File: src/rtl/booth_radix4_mult.sv
// booth_radix4_mult: sequential radix-4 Booth multiplier, signed/unsigned per operation,
// start/busy/done handshake, two multiplier bits retired per SCAN/SHIFT pair.
module booth_radix4_mult #(
   parameter int WIDTH = 8
) (
   input  logic               clk,
   input  logic               rst_b,
   input  logic               start,
   input  logic               signed_mode,
   input  logic [WIDTH-1:0]   a,
   input  logic [WIDTH-1:0]   b,
   output logic               busy,
   output logic               done,
   output logic [2*WIDTH-1:0] product
);
   localparam int ITER = (WIDTH + 2) / 2;
   localparam int CW   = $clog2(ITER) + 1;

   typedef enum logic [1:0] {IDLE, SCAN, SHIFT, OUTPUT} state_t;

   state_t               state_q;
   logic [WIDTH+3:0]     a_q, a_d;
   logic [WIDTH+1:0]     m_q, q_q;
   logic                 qm1_q;
   logic [CW-1:0]        cnt_q;
   logic                 busy_q, done_q;
   logic [2*WIDTH-1:0]   product_q;
   logic [WIDTH+3:0]     m1, m2, addend;
   logic [2:0]           trip;
   logic [2*WIDTH+6:0]   sh;

   always_comb begin
      m1     = {{2{m_q[WIDTH+1]}}, m_q};
      m2     = m1 << 1;
      trip   = {q_q[1:0], qm1_q};
      addend = (trip == 3'b001 || trip == 3'b010) ? m1 :
               (trip == 3'b011)                   ? m2 :
               (trip == 3'b100)                   ? -m2 :
               (trip == 3'b101 || trip == 3'b110) ? -m1 : '0;
      a_d    = a_q + addend;
      sh     = $signed({a_q, q_q, qm1_q}) >>> 2;
   end

   always_ff @(posedge clk or negedge rst_b) begin
      if (!rst_b) begin
         state_q   <= IDLE;
         a_q       <= '0;
         m_q       <= '0;
         q_q       <= '0;
         qm1_q     <= 1'b0;
         cnt_q     <= '0;
         busy_q    <= 1'b0;
         done_q    <= 1'b0;
         product_q <= '0;
      end else begin
         done_q <= 1'b0;
         case (state_q)
            IDLE: if (start) begin
               m_q     <= signed_mode ? {{2{a[WIDTH-1]}}, a} : {2'b00, a};
               q_q     <= signed_mode ? {{2{b[WIDTH-1]}}, b} : {2'b00, b};
               qm1_q   <= 1'b0;
               a_q     <= '0;
               cnt_q   <= '0;
               busy_q  <= 1'b1;
               state_q <= SCAN;
            end
            SCAN: begin
               a_q     <= a_d;
               state_q <= SHIFT;
            end
            SHIFT: begin
               {a_q, q_q, qm1_q} <= sh;
               cnt_q             <= cnt_q + 1'b1;
               state_q           <= (cnt_q == CW'(ITER - 1)) ? OUTPUT : SCAN;
            end
            OUTPUT: begin
               product_q <= {a_q[WIDTH-3:0], q_q};
               done_q    <= 1'b1;
               busy_q    <= 1'b0;
               state_q   <= IDLE;
            end
            default: state_q <= IDLE;
         endcase
      end
   end

   assign busy    = busy_q;
   assign done    = done_q;
   assign product = product_q;
endmodule

File: config.mk
export PLATFORM = sky130hd
export DESIGN_NAME = booth_radix4_mult
export DESIGN_NICKNAME = d
export VERILOG_FILES = /design/src/rtl/booth_radix4_mult.sv
export SDC_FILE = /design/constraint.sdc
export NUM_CORES = 1
export LEC_CHECK = 0
export ABC_AREA = 1
export BUFFER_PORTS_ARGS = -buffer_cell sky130_fd_sc_hd__buf_2
export CORE_ASPECT_RATIO = 0.6
export CORE_MARGIN = 2
export CORE_UTILIZATION = 25
export CTS_CLUSTER_SIZE = 8
export DETAILED_ROUTE_END_ITERATION = 12
export GPL_ROUTABILITY_DRIVEN = 0
export PLACE_DENSITY = 0.37
export SYNTH_ARGS = -nofsm -noshare
export SYNTH_HDL_FRONTEND = slang
export SYNTH_SLANG_ARGS = --single-unit
File: constraint.sdc
create_clock -name clk -period 6.9 [get_ports clk]
set_input_delay 0.345 -clock clk [delete_from_list [all_inputs] [get_ports clk]]
set_output_delay 0.345 -clock clk [all_outputs]
set_load 0.05 [all_outputs]
# Word-level counts from Yosys, hierarchy flattened
# Cells that the tools add are included.
# Widths: inputs -> output; s select.
[classes]
addsub = 4
n_mul = 0
n_div = 0
n_lt_le_gt_ge = 0
n_eq_ne = 11
shifts = 0
n_mux = 20
n_bitwise = 1
reduce_logical = 12
[ops]
columns = ["cell", "n"]
rows = [
  ["$mux 12", 5],
  ["$pmux 12 s3", 1],
  ["$mux 10", 3],
  ["$neg 12->12", 2],
  ["$pmux 10 s2", 1],
  ["$add 12x12->12", 1],
  ["$eq 3x3->1 const B", 3],
  ["$pmux 2 s4", 1],
  ["$pmux 4 s2", 1],
  ["$reduce_and 2->1", 4],
  ["$eq 3x2->1 const B", 2],
  ["$reduce_bool 2->1", 3],
  ["$add 4x1->4 const B", 1],
  ["$eq 2x2->1 const B", 2],
  ["$eq 4x3->1 const B", 1],
  ["$mux 2", 2],
  ["$mux 4", 1],
  ["$pmux 1 s2", 2],
  ["$eq 3x1->1 const B", 1],
  ["$mux 1", 3],
  ["$reduce_and 3->1", 1],
  ["$reduce_bool 3->1", 1],
  ["$eq 2x1->1 const B", 1],
  ["$logic_not 2->1", 1],
  ["other kinds (3)", 4],
]
[word_totals]
register_bits = 57
latchBits = 0
mem_bits_rw = 0
mem_bits_ro = 0
input_bits = 20
n_memories = 0

# Logic depth before layout (Yosys ltp)
[logic_depth]
ltp_word = 8
mapped_depth = 21
depth_no_buf = 21

# Worst setup path before layout
# Ideal clock, no wire load.
[synth_timing]
path_kind = "register to register"
start = "register m_q[0]"
end = "register a_q[9]"
setup_time_ns = 0.117
t_arrival_ns = 2.378
setup_slack_ns = 4.405
path_stages_with_launch = 19
cell_sequence = "dfrtp_1 > inv_1 > ha_1 > nand3_4 > nor2_4 > nand2_1 > xor2_1 > o21ai_0 > o22ai_1 > inv_1 > ha_1 > a21oi_1 > nand3_1 > a21oi_2 > nand2_1 > nand3_1 > nand2_1 > nand2_1 > nand2_1"
[synth_via]
elab_chain_cells = 7
[synth_lines]
columns = ["item", "line_no", "rtl"]
rows = [
  ["start: declaration", "23", "logic [WIDTH+1:0] m_q, q_q;"],
  ["start signal: assignment", "59", "m_q <= signed_mode ? {{2{a[WIDTH-1]}}, a} : {2'b00, a};"],
  ["$neg 12->12", "39", "(trip == 3'b101 || trip == 3'b110) ? -m1 : '0;"],
  ["$mux 12", "39", ""],
  ["$mux 12", "38", "(trip == 3'b100) ? -m2 :"],
  ["$mux 12", "37", "(trip == 3'b011) ? m2 :"],
  ["$mux 12 (*)", "36", "addend = (trip == 3'b001 || trip == 3'b010) ? m1 :"],
  ["$add 12x12->12 (*)", "40", "a_d = a_q + addend;"],
  ["$pmux 12 s3 (*)", "57", "case (state_q)"],
  ["end signal: assignment", "72", "{a_q, q_q, qm1_q} <= sh;"],
  ["end: declaration", "22", "logic [WIDTH+3:0] a_q, a_d;"],
]
# Every way passes the cells marked *; elsewhere a longest branch is shown, timed or not.
# A chain may end at the register's enable or synchronous reset.

# Worst setup path after layout
[layout_timing]
start = "register m_q[1]"
end = "register a_q[9]"
# Same word-level chain as after synthesis.

==> impl_metrics.toml <==
[final_layout]
drive_gt1_frac = 0.1639
nets = 521
syn_to_final_growth_pct = 15.48
finalInstanceArea_um2 = 3949
num_antenna_cells = 0
fin_cells = 657
fillCellCount = 1452
final_util = 0.2925

[critical_path]
worst_r2r_startpoint = "m_q[1]"
critical_path_required_ns = 7.14
arrival_ns = 3.15
cp_slowest_cell = "dfrtp_1"
start_kind = "flip-flop"
crit_type = "flip-flop to flip-flop"
r2r_cells = 19
worstPathCellList = "inv_1 > ha_1 > nand3_4 > nor2_4 > nand2_1 > xor2_1 > o21ai_0 > o22ai_1 > inv_1 > ha_1 > a21oi_1 > nand3_1 > a21oi_2 > inv_1 > nand2_1 > nand3_1 > nand2_1 > nand2_1 > nand2_1"
worst_path_most_repeated_cell = "nand2_1"
regToRegSetupSlack_ns = 3.99
crit_start = "m_q[1]"
reg2reg_to = "a_q[9]"
worstPathMaxFanout = 6
end_kind = "flip-flop"
cpPeakStageDelay_ns = 0.42

[clock_network]
cts_sinks = 56
cts_max_level = 2
clkTransAtPathRegs_ns = 0.08
clk_latency_ns = 0.30
cts_tree = "built"
post_cts_buffers = 0
post_cts_resized = 0
cts_buffer_depth = 2
cts_root_buffer = "clkbuf_16"
numCtsBuffers = 5
ctsHoldBuffers = 0

[logic_synthesis]
ys_seq_area_frac = 0.4098
yosysWarnings = 0
synth_ff_type = "dfrtp_1"
synth_area_leaders = "dfrtp_1 (41%), nand2_1 (15%), ha_1 (7.0%)"
synth-seq-cells = 56
synth.net_count = 484
postSynthAreaPerCell_um2 = 7.702
yosysMostFrequentCell = "nand2_1"
synth_top_area_frac = 0.4098
synth_cells = 444
synth_edf_count = 0
synth.distinct_cells = 39
synth_common_cells = "nand2_1 (133), dfrtp_1 (56), inv_1 (45)"
async_flop_share = 1.000
synth_area_um2 = 3420
synth_top_area_cell = "dfrtp_1"

[timing]
setup_violations = 0
slew-limit-headroom = 0.3632
tightest_slew_ns = 0.9551
hold_viol_final = 0
final.setup.tns_ns = 0
fin_crit_ns = 2.906
fin_worst_skew_ns = 0.005076
maxSlewViolCount = 0
rsz0062_at_grt = "no"
clock.fmax_mhz = 344.1
finalCritPeriodShare = 0.4212

[die]
die_w_um = 155.0
dieArea_um2 = 14660
die_height_um = 94.59
start_util = 0.2533
core_region_area_um2 = 13500
io_pins = 38
rows = 33

[placement]
dp_cells = 649
dpl.hpwl_um = 7234
postPlaceCellArea_um2 = 3801
place.port_buffers = 37

[outcome]
outcome = "finished clean"

[route]
ant_nets = 0
first_pass_iters = 4
avgViaCountPerCell = 4.610
route.detailed.wl_per_inst_um = 14.54
drc = 0
drt_iter0_markers = 206
route.vias.total = 3029
drt-total-wl_um = 9555

[global_routing]
grt-ovfl-total = 0
grt_usage = 0.1376
grt_first_pass_wirelength_um = 15590
grt_max_degree = 57
antenna_found_initial = 0
grt_pass1_vias = 2878

[min_path]
hold_class = "input port to async pin"

[flow_run]
max_cap_violations = 0
-- logic make-up (layout without fill, tap and decap cells) --
kind of cell / after synthesis / after routing / share of synthesized area
buffers and inverters: 65 / 103 / 0.07391
AND/OR/NAND/NOR: 204 / 204 / 0.2649
AO/OA/AOI/OAI: 92 / 92 / 0.1581
flip-flops: 56 / 56 / 0.4098
adder cells (fa/ha/maj): 20 / 20 / 0.07538
XOR/XNOR: 7 / 7 / 0.01793
-- worst max-delay path: cells and delay by family, from the launching register on --
family | cells | cell delay [ns]
XOR/XNOR | 1 | 0.18
adder cells (fa/ha/maj) | 2 | 0.61
buffers and inverters | 3 | 0.24
AO/OA/AOI/OAI | 4 | 0.61
flip-flops | 1 | 0.42
AND/OR/NAND/NOR | 9 | 0.79
-- state kept, by name, indices dropped and copies added, names as in the netlist --
signal   cells
product     16
a_q         12
q_q         10
m_q          9
cnt_q        4
state_q      2
busy         1
done         1
qm1_q        1
-- layout make-up --
cell class | instances | area, µm² | share of cell area
Clock buffer | 5 | 125.1 | 0.03169
Clock inverter | 3 | 22.52 | 0.005703
Inverter | 56 | 215.2 | 0.05450
Multi-Input combinational cell | 323 | 1765 | 0.4471
Sequential cell | 56 | 1401 | 0.3549
Tap cell | 175 | 219.0 | 0.05545
Timing Repair Buffer | 39 | 200.2 | 0.05070
-- cells in the final DEF (no fill, tap or decap), drive strengths merged, types with 4 or more instances in the layout --
master | synthesis | final
nand2 | 144 | 144
dfrtp | 56 | 56
inv | 55 | 56
o21ai | 42 | 42
buf | 3 | 39
nor2 | 27 | 27
nand3 | 23 | 23
ha | 19 | 19
a31oi | 14 | 14
a21oi | 13 | 13
o22ai | 10 | 10
nor3 | 6 | 6
clkbuf | 6 | 5
xor2 | 4 | 4
-- per-layer routing --
metal	global-route usage	vias to the layer above	part of all wire
li1	-	1540	-
met1	0.2223	1408	0.57
met2	0.1844	73	0.37
met3	0.02524	8	0.051
met4	0.02778	0	0.0089
met5	0	-	0
-- per-stage QoR --
step	setup slack, ns	hold slack (ns)
after global routing	3.607	0.2593
after floorplan	4.405	0.04941
after detailed placement	4.031	0.4543
final	3.994	0.2114
after CTS	3.990	0.2404
after global placement	4.007	0.4529
-- worst max-delay path by stage --
stage              end  slack [ns]  cells past startpoint
2_1_floorplan   a_q[9]        4.40                     18
3_3_place_gp    a_q[9]        4.01                     19
3_5_place_dp    a_q[9]        4.03                     19
4_1_cts         a_q[9]        3.99                     19
5_1_grt        a_q[10]        3.61                     21
6_report        a_q[9]        3.99                     19
Power is left out: the tool's default activity adds up to more than one toggle a clock period on the data nets, which glitch-free logic cannot reach.
